File: config.mk
export PLATFORM = sky130hd
export DESIGN_NAME = fp24_addsub
export DESIGN_NICKNAME = d
export VERILOG_FILES = /design/src/rtl/fp24_pkg.sv /design/src/rtl/fp24_lzc.sv /design/src/rtl/fp24_addsub.sv
export SDC_FILE = /design/constraint.sdc
export NUM_CORES = 1
export LEC_CHECK = 0
export ABC_AREA = 0
export BUFFER_PORTS_ARGS = -buffer_cell sky130_fd_sc_hd__buf_2
export CAP_MARGIN = 20
export CORE_MARGIN = 3
export CORE_UTILIZATION = 45
export DETAILED_ROUTE_END_ITERATION = 8
export PLACE_DENSITY = 0.72
export RECOVER_POWER = 25
export SLEW_MARGIN = 20
export SYNTH_ARGS = -nofsm -noshare
export SYNTH_HDL_FRONTEND = slang
export SYNTH_SLANG_ARGS = --single-unit
File: constraint.sdc
create_clock -name clock -period 27 [get_ports clock]
set_input_delay 1.35 -clock clock [delete_from_list [all_inputs] [get_ports clock]]
set_output_delay 1.35 -clock clock [all_outputs]
set_load 0.02 [all_outputs]
File: src/rtl/fp24_pkg.sv
// fp24_pkg: shared fp24 format constants and rounding-mode encoding
package fp24_pkg;
  localparam int EXP_W = 8;
  localparam int FRAC_W = 15;
  localparam int BIAS = 127;
  localparam logic [EXP_W-1:0] EXP_MAX = EXP_W'(2 * BIAS + 1);
  localparam logic [23:0] FP24_QNAN = 24'h7FC000;
  localparam logic [23:0] FP24_PINF = 24'h7F8000;
  localparam logic [23:0] FP24_MAXF = 24'h7F7FFF;
  typedef enum logic [1:0] {RND_NE, RND_Z, RND_PINF, RND_NINF} rnd_e;
endpackage

File: src/rtl/fp24_lzc.sv
// fp24_lzc: leading-zero count of a 19-bit field (x -> n, 19 when x is zero)
module fp24_lzc (
  input  logic [18:0] x,
  output logic [4:0]  n
);
  always_comb begin
    n = 5'd19;
    for (int i = 0; i < 19; i++)
      if (x[i]) n = 5'(18 - i);
  end
endmodule

File: src/rtl/fp24_addsub.sv
// fp24_addsub: fp24 add/sub (clock, reset, inst_a, inst_b, inst_rnd, inst_op -> registered z_inst)
module fp24_addsub
  import fp24_pkg::*;
(
  input  logic        clock,
  input  logic        reset,
  input  logic [23:0] inst_a,
  input  logic [23:0] inst_b,
  input  logic [2:0]  inst_rnd,
  input  logic        inst_op,
  output logic [23:0] z_inst
);
  logic sa, sb;
  logic [EXP_W-1:0] ea, eb, e_big, e_small, d;
  logic [FRAC_W-1:0] fa, fb, frac;
  logic nan_a, nan_b, inf_a, inf_b, nan_out;
  logic [22:0] ka, kb, k_big, k_small;
  logic swap, s_big, s_small, eff_sub;
  logic [15:0] m_big, m_small, mant;
  logic [4:0] dsat, lz;
  logic [35:0] wide;
  logic [18:0] f_small, norm;
  logic [19:0] sum;
  logic g, rs, inc, away, zero_sign;
  logic signed [9:0] e_norm, e_fin;
  logic [16:0] mant_r;
  rnd_e mode;
  logic [23:0] z_next;
  assign sa = inst_a[23];
  assign sb = inst_b[23] ^ inst_op;
  assign ea = inst_a[22:15];
  assign eb = inst_b[22:15];
  assign fa = inst_a[14:0];
  assign fb = inst_b[14:0];
  assign nan_a = ea == EXP_MAX && fa != '0;
  assign nan_b = eb == EXP_MAX && fb != '0;
  assign inf_a = ea == EXP_MAX && fa == '0;
  assign inf_b = eb == EXP_MAX && fb == '0;
  assign nan_out = nan_a | nan_b | (inf_a & inf_b & (sa ^ sb));
  // subnormals become zero magnitude so they order and add as zero
  assign ka = ea == '0 ? '0 : inst_a[22:0];
  assign kb = eb == '0 ? '0 : inst_b[22:0];
  assign swap = kb > ka;
  assign s_big = swap ? sb : sa;
  assign s_small = swap ? sa : sb;
  assign k_big = swap ? kb : ka;
  assign k_small = swap ? ka : kb;
  assign e_big = k_big[22:15];
  assign e_small = k_small[22:15];
  assign m_big = {|e_big, k_big[14:0]};
  assign m_small = {|e_small, k_small[14:0]};
  assign d = e_big - e_small;
  assign dsat = d > 8'd18 ? 5'd18 : d[4:0];
  // low half of the shifted window collects the bits that fall off into sticky
  assign wide = {m_small, 2'b00, 18'b0} >> dsat;
  assign f_small = {wide[35:18], |wide[17:0]};
  assign eff_sub = s_big ^ s_small;
  assign sum = eff_sub ? {1'b0, m_big, 3'b000} - {1'b0, f_small}
                       : {1'b0, m_big, 3'b000} + {1'b0, f_small};
  fp24_lzc u_lzc (.x(sum[18:0]), .n(lz));
  assign norm = sum[18:0] << lz;
  assign mant = sum[19] ? sum[19:4] : norm[18:3];
  assign g = sum[19] ? sum[3] : norm[2];
  assign rs = sum[19] ? |sum[2:0] : |norm[1:0];
  assign e_norm = sum[19] ? {2'b00, e_big} + 10'd1 : {2'b00, e_big} - {5'b0, lz};
  assign mode = inst_rnd[2] ? RND_NE : rnd_e'(inst_rnd[1:0]);
  assign inc = mode == RND_NE   ? g & (rs | mant[0]) :
               mode == RND_PINF ? (g | rs) & ~s_big :
               mode == RND_NINF ? (g | rs) & s_big : 1'b0;
  assign mant_r = {1'b0, mant} + {16'b0, inc};
  assign e_fin = e_norm + {9'b0, mant_r[16]};
  assign frac = mant_r[16] ? mant_r[15:1] : mant_r[14:0];
  assign away = mode == RND_NE | (mode == RND_PINF & ~s_big) | (mode == RND_NINF & s_big);
  // only two negative zeros can sum to a same-sign zero
  assign zero_sign = (sa & sb) | (eff_sub & mode == RND_NINF);
  assign z_next = nan_out              ? FP24_QNAN :
                  inf_a                ? {sa, FP24_PINF[22:0]} :
                  inf_b                ? {sb, FP24_PINF[22:0]} :
                  sum == '0            ? {zero_sign, 23'b0} :
                  e_fin >= 10'sd255    ? {s_big, away ? FP24_PINF[22:0] : FP24_MAXF[22:0]} :
                  e_fin <= 10'sd0      ? {s_big, 23'b0} :
                  {s_big, e_fin[7:0], frac};
  always_ff @(posedge clock)
    z_inst <= reset ? '0 : z_next;
endmodule

[Word-level counts from Yosys, hierarchy flattened]
Index checks and enable logic that the tools add are counted.
Operators by class
  shift operators: 2
  equality and inequality tests: 4
  $lt $le $gt $ge: 4
  add/sub/neg operators: 7
  reductions and logical operators: 19
  bitwise operators: 20
  multiplexer cells: 43
Operators with widths (count)
  two-way mux 23 bit: 7
  two-way mux 5 bit: 17
  two-way mux 24 bit: 3
  >> shifter 36 x 5 -> 36 bit: 1
  two-way mux 16 bit: 2
  zero test 15 bit: 2
  nonzero test 15 bit: 2
  greater-than comparator 23 bit: 1
  adder 19 x 19 -> 20 bit: 1
  zero test 20 bit: 1
  two-way mux 20 bit: 1
  subtractor 19 x 19 -> 20 bit: 1
  left shift 19 x 5 -> 19 bit: 1
  OR reduction 18 bit: 1
  adder 16 x 1 -> 17 bit: 1
  equality test 8 bit (second input constant): 2
  zero test 8 bit: 2
  OR reduction 8 bit: 2
  two-way mux 15 bit: 1
  adder 10 x 1 -> 10 bit: 1
  >= comparator 10 x 9 -> 1 bit (second input constant): 1
  <= comparator 10 x 1 -> 1 bit (second input constant): 1
  two-way mux 10 bit: 1
  adder 8 x 1 -> 9 bit (second input constant): 1
  15 further kinds: 45
Storage, ports and cells
  flip-flop bits (word level): 24
  word-level logic and storage cells: 102

[Longest topological paths before layout]
  word-level depth: 47
  depth in mapped cells: 81
  depth with buffers taken out: 70

[Modules after synthesis]
A second synthesis with hierarchy kept.
Unflattened totals
  cell total of the unflattened synthesis: 1591
  area total of the unflattened synthesis: 10318.6 µm²
Modules (own cells, without submodules)
  fp24_addsub: sequential area each 480.5 µm², cells each 1557, times used 1, area each 10105.9 µm²
  fp24_lzc: sequential area each 0.0 µm², cells each 34, times used 1, area each 212.7 µm²

[Worst setup path before layout]
No wires, ideal clock.
  path type: input port to flip-flop
  start: in inst_b[15]
  end: reg z_inst[11]
  required time: 26.913 ns
  arrival: 15.152 ns
  path slack: 11.761 ns
  library setup time: 0.087 ns
  path buffers: 11
  cell stages on the path: 78
  cells stage by stage: clkbuf_1 -> nor4_1 -> nand2_1 -> clkbuf_1 -> and2_1 -> ha_1 -> a41oi_1 -> o21ai_1 -> a22o_1 -> o31a_1 -> buf_4 -> clkbuf_1 -> clkbuf_1 -> clkbuf_1 -> clkbuf_1 -> o22a_1 -> ha_1 -> a31oi_1 -> [... 42 more ...] -> ha_1 -> ha_1 -> inv_1 -> a211oi_2 -> nand4_1 -> nor2_2 -> and3_1 -> buf_2 -> ha_1 -> ha_1 -> inv_1 -> or3_1 -> nor2_1 -> mux2_2 -> a22oi_1 -> nand4_1 -> a21o_1 -> o31ai_1
On the way
  longest elaborated chain between the ends: 43
  elaborated cells between the ends (all ways): 76
Ends and longest elaborated chain
  start, declared: RTL line fp24_addsub.sv:8  | input logic [23:0] inst_b,
  zero test 8 bit: RTL line fp24_addsub.sv:42  | assign kb = eb == '0 ? '0 : inst_b[22:0];
  two-way mux 23 bit: RTL line fp24_addsub.sv:42
  greater-than comparator 23 bit: RTL line fp24_addsub.sv:43  | assign swap = kb > ka;
  two-way mux 23 bit (on tied branches): RTL line fp24_addsub.sv:46, fp24_addsub.sv:47
  subtractor 8 bit: RTL line fp24_addsub.sv:52  | assign d = e_big - e_small;
  greater-than comparator 8 x 5 -> 1 bit: RTL line fp24_addsub.sv:53  | assign dsat = d > 8'd18 ? 5'd18 : d[4:0];
  two-way mux 5 bit: RTL line fp24_addsub.sv:53
  >> shifter 36 x 5 -> 36 bit: RTL line fp24_addsub.sv:55  | assign wide = {m_small, 2'b00, 18'b0} >> dsat;
  [... 27 more ...]
  two-way mux 1 bit: RTL line fp24_addsub.sv:69  | mode == RND_NINF ? (g | rs) & s_big : 1'b0;
  two-way mux 1 bit: RTL line fp24_addsub.sv:68  | mode == RND_PINF ? (g | rs) & ~s_big :
  two-way mux 1 bit: RTL line fp24_addsub.sv:67  | assign inc = mode == RND_NE ? g & (rs | mant[0]) :
  adder 16 x 1 -> 17 bit: RTL line fp24_addsub.sv:70  | assign mant_r = {1'b0, mant} + {16'b0, inc};
  adder 10 x 1 -> 10 bit: RTL line fp24_addsub.sv:71  | assign e_fin = e_norm + {9'b0, mant_r[16]};
  <= comparator 10 x 1 -> 1 bit: RTL line fp24_addsub.sv:81  | e_fin <= 10'sd0 ? {s_big, 23'b0} :
  two-way mux 23 bit: RTL line fp24_addsub.sv:81
  two-way mux 23 bit: RTL line fp24_addsub.sv:80  | e_fin >= 10'sd255 ? {s_big, away ? FP24_PINF[22:0] : FP24_MAXF[22:0]} :
  end signal, assigned: RTL line fp24_addsub.sv:84  | z_inst <= reset ? '0 : z_next;
  end, declared: RTL line fp24_addsub.sv:11  | output logic [23:0] z_inst
Parallel ways exist; a longest one is shown, timed or not.
A chain may end at the register's enable or synchronous reset.

[Worst setup path after layout]
  start: in inst_a[15]
  end: reg z_inst[13]
On the way
  longest elaborated chain between the ends: 43
  elaborated cells between the ends (all ways): 76
Ends and longest elaborated chain
  start, declared: RTL line fp24_addsub.sv:7  | input logic [23:0] inst_a,
  zero test 8 bit: RTL line fp24_addsub.sv:41  | assign ka = ea == '0 ? '0 : inst_a[22:0];
  two-way mux 23 bit: RTL line fp24_addsub.sv:41
  greater-than comparator 23 bit: RTL line fp24_addsub.sv:43
  two-way mux 23 bit (on tied branches): RTL line fp24_addsub.sv:46, fp24_addsub.sv:47
  subtractor 8 bit: RTL line fp24_addsub.sv:52
  greater-than comparator 8 x 5 -> 1 bit: RTL line fp24_addsub.sv:53
  two-way mux 5 bit: RTL line fp24_addsub.sv:53
  >> shifter 36 x 5 -> 36 bit: RTL line fp24_addsub.sv:55
  [... 27 more ...]
  two-way mux 1 bit: RTL line fp24_addsub.sv:69
  two-way mux 1 bit: RTL line fp24_addsub.sv:68
  two-way mux 1 bit: RTL line fp24_addsub.sv:67
  adder 16 x 1 -> 17 bit: RTL line fp24_addsub.sv:70
  adder 10 x 1 -> 10 bit: RTL line fp24_addsub.sv:71
  <= comparator 10 x 1 -> 1 bit: RTL line fp24_addsub.sv:81
  two-way mux 23 bit: RTL line fp24_addsub.sv:81
  two-way mux 23 bit: RTL line fp24_addsub.sv:80
Parallel ways exist; a longest one is shown, timed or not.

==> flow_metrics.py <==
metrics = {
    "final_layout": {
        "largest_reg_flops": 24,
        "area_delta_synth_final_pct": 4.609,
        "design_area_mm2": 0.01014,
        "fin_nets": 1609,
        "diodes": 0,
        "top_register": "z_inst",
        "reg_top3": "z_inst (24)",
        "drive_above_1_share_pct": 11.13,
    },
    "setup_path": {
        "worstPathArrival_ns": 18.24,
        "crit_fanout": 63,
        "slowest_delay_ns": 0.68,
        "worst_setup_path_start_kind": "input port",
        "critical_path_class": "input port to flop",
        "cp.required_ns": 27.16,
        "crit_top_cell": "ha_1",
        "endpoint_kind": "flop",
        "cpMaxStageDelayCell": "xnor2_2",
    },
    "hold_path": {
        "worstHoldEndpoint": "z_inst[15]",
        "hold_start": "reset",
        "holdPathStages": 2,
        "hold_class": "input port to flop",
    },
    "floorplan": {
        "die_w_um": 152.8,
        "die_h_um": 152.8,
        "placementRows": 53,
        "ios": 78,
        "dieArea_mm2": 0.02333,
        "core_area_mm2": 0.02109,
        "initial_core_util_pct": 45.96,
    },
    "route": {
        "wl_per_cell_um": 20.10,
        "routed_wirelength_um": 35320,
        "detail_route.vias_per_cell": 6.743,
        "firstDrtPassIters": 5,
        "drtIter0Drc": 1306,
        "antenna_left": 0,
        "drc": 0,
        "vias": 11850,
    },
    "run": {
        "drv_cap": 0,
    },
    "clock_tree": {
        "hold_buffers": 0,
        "htreeDepth": 1,
        "cts_setup_buffers": 0,
        "cts_root_buffer": "clkbuf_16",
        "clock_sinks": 24,
        "cts_tree": "built",
        "numCtsBuffers": 3,
        "clk_pin_slew_ns": 0.06,
        "clk_path_buf_depth": 2,
        "cts_resized": 0,
    },
    "placement": {
        "hpwl_um": 28100,
        "dp_slack_ns": 9.244,
        "gp_congestion": 1.055,
        "placed_cell_area_mm2": 0.01008,
        "port_buffers": 77,
    },
    "global_routing": {
        "track_usage_pct": 28.07,
        "antenna_found_initial": 0,
        "grtUsageMet2_pct": 44.87,
        "grt_max_degree": 64,
        "grt_pass1_vias": 10740,
        "top_usage_layer": "met2",
        "grt_use_met3_pct": 2.755,
        "grt.overflow.total": 0,
        "grt_pass1_wl_um": 55880,
        "grtUsageMet1_pct": 38.22,
    },
    "power": {
        "p_leak_nw": 4.111,
        "power_density_mw_per_mm2": 64.61,
        "ir_drop_v": 0.00003350,
    },
    "synthesis": {
        "synthDistinctLibCells": 120,
        "yosysWarnings": 0,
        "ys.flop_type": "dfxtp_1",
        "synth_area_mm2": 0.009692,
        "synth_edf_count": 0,
        "ys_seq_elements": 24,
        "syn_inst": 1486,
        "async_reset_ff_share_pct": 0,
        "yosysSeqAreaShare_pct": 4.957,
        "synth_fp_nets": 1611,
        "synth_area_per_cell_um2": 6.522,
    },
    "timing": {
        "hold_viol": 0,
        "maxSlewHeadroom_pct": 31.82,
        "rsz0062_at_grt": "false",
        "setup_tns_ns": 0,
        "fin_ws_ns": 8.920,
        "period_share_pct": 66.96,
        "finalSetupViolCount": 0,
        "min_period_ns": 18.08,
        "worst_pin_slew_ns": 1.015,
        "fmax_ghz": 0.05531,
        "slew_viol_final": 0,
    },
    "outcome": {
        "status": "finished clean",
    },
}
==> Yosys cell counts, types with 21 or more instances <==
master,count,share of area [%]
a31oi_1,21,1.4
clkbuf_1,58,2.2
nor3_1,52,2.7
nand4_1,35,2.3
o21ai_0,97,5.0
inv_1,71,2.7
dfxtp_1,24,5.0
nand2_1,169,6.5
and2_1,31,2.0
nand3_1,48,2.5
a21o_1,26,2.0
nor4_1,21,1.4
a21oi_1,129,6.7
xnor2_1,27,2.4
o211ai_1,21,1.6
buf_2,24,1.2
nor2_1,141,5.5
mux2i_1,33,3.4
ha_1,69,8.9
o21ai_1,21,1.1
==> area by class of cell <==
class | instances | area [um2]
clock buffer | 3 | 75.07
fill | 2214 | 10950
inverter | 78 | 292.8
multi-input combinational | 1288 | 8486
sequential | 24 | 480.5
tap | 275 | 344.1
timing repair buffer | 89 | 460.4
==> cells in the final DEF (no fill, tap or decap), types with 8 or more instances in the layout <==
master	count
a211oi_1	19
a21o_1	26
a21oi_1	128
a22oi_1	8
a31oi_1	21
and2_1	31
and3_1	19
buf_2	65
buf_4	12
clkbuf_1	12
dfxtp_1	24
ha_1	69
inv_1	71
mux2i_1	33
nand2_1	169
nand2b_1	12
nand3_1	48
nand4_1	35
nor2_1	141
nor3_1	52
nor4_1	21
o211ai_1	21
o21a_1	12
o21ai_0	97
o21ai_1	21
o21bai_1	8
o22ai_1	12
o31ai_1	16
or2_2	8
or3_1	14
xnor2_1	27
xor2_1	10
==> through the flow <==
stage	std cells	total power, mW	utilization (%)	hold WS [ns]
finish	1757	0.6550	48.08	1.404
global placement	1754	0.6113	47.79	1.663
detailed placement	1754	0.6072	47.79	1.664
global route	1757	0.7023	48.08	1.423
floorplan	1486	0.4739	-	1.540
CTS	1757	0.6408	48.15	1.401
==> worst max path at each step <==
stage / slack, ns / from / endpoint / depth (start not counted)
after CTS: 9.43 / inst_a[15] / z_inst[13] / 69
after floorplan: 11.76 / inst_b[15] / z_inst[11] / 78
after global routing: 7.74 / inst_a[15] / z_inst[13] / 65
final: 8.92 / inst_a[15] / z_inst[13] / 69
after detailed placement: 9.24 / inst_a[15] / z_inst[13] / 69
after global placement: 9.34 / inst_a[15] / z_inst[13] / 69
==> worst max-delay path: cells and delay by family <==
kind	cells	cell delay (ns)
xor+xnor	1	0.68
mux	1	0.38
compound gates	34	7.36
buf+inv	8	1.19
fa+ha+maj	8	1.88
simple gates	17	5.34
==> layer usage <==
metal	up-vias	routed length (um)
li1	5589	-
met1	5419	14910
met2	717	15460
met3	122	3107
met4	0	1851
met5	-	0
==> report_power, final <==
part / leakage, nW / internal, mW / switching [mW]
sequential: 0.199 / 0.0485 / 0.00304
combinational: 3.87 / 0.192 / 0.381
clock: 0.0370 / 0.0195 / 0.0112
==> cells by family (layout without fill, tap and decap cells) <==
kind of cell,Yosys count,count (layout),synth area share (%)
and+or+nand+nor,614,614,32.65
AOI/OAI and AO/OA,522,522,37.14
buffers and inverters,174,170,7.630
adders and majority gates,71,71,9.321
muxes,41,41,4.454
xor gates and xnor gates,40,40,3.847
DFF,24,24,4.957
Note: power is estimated with default switching activity, not from simulation.
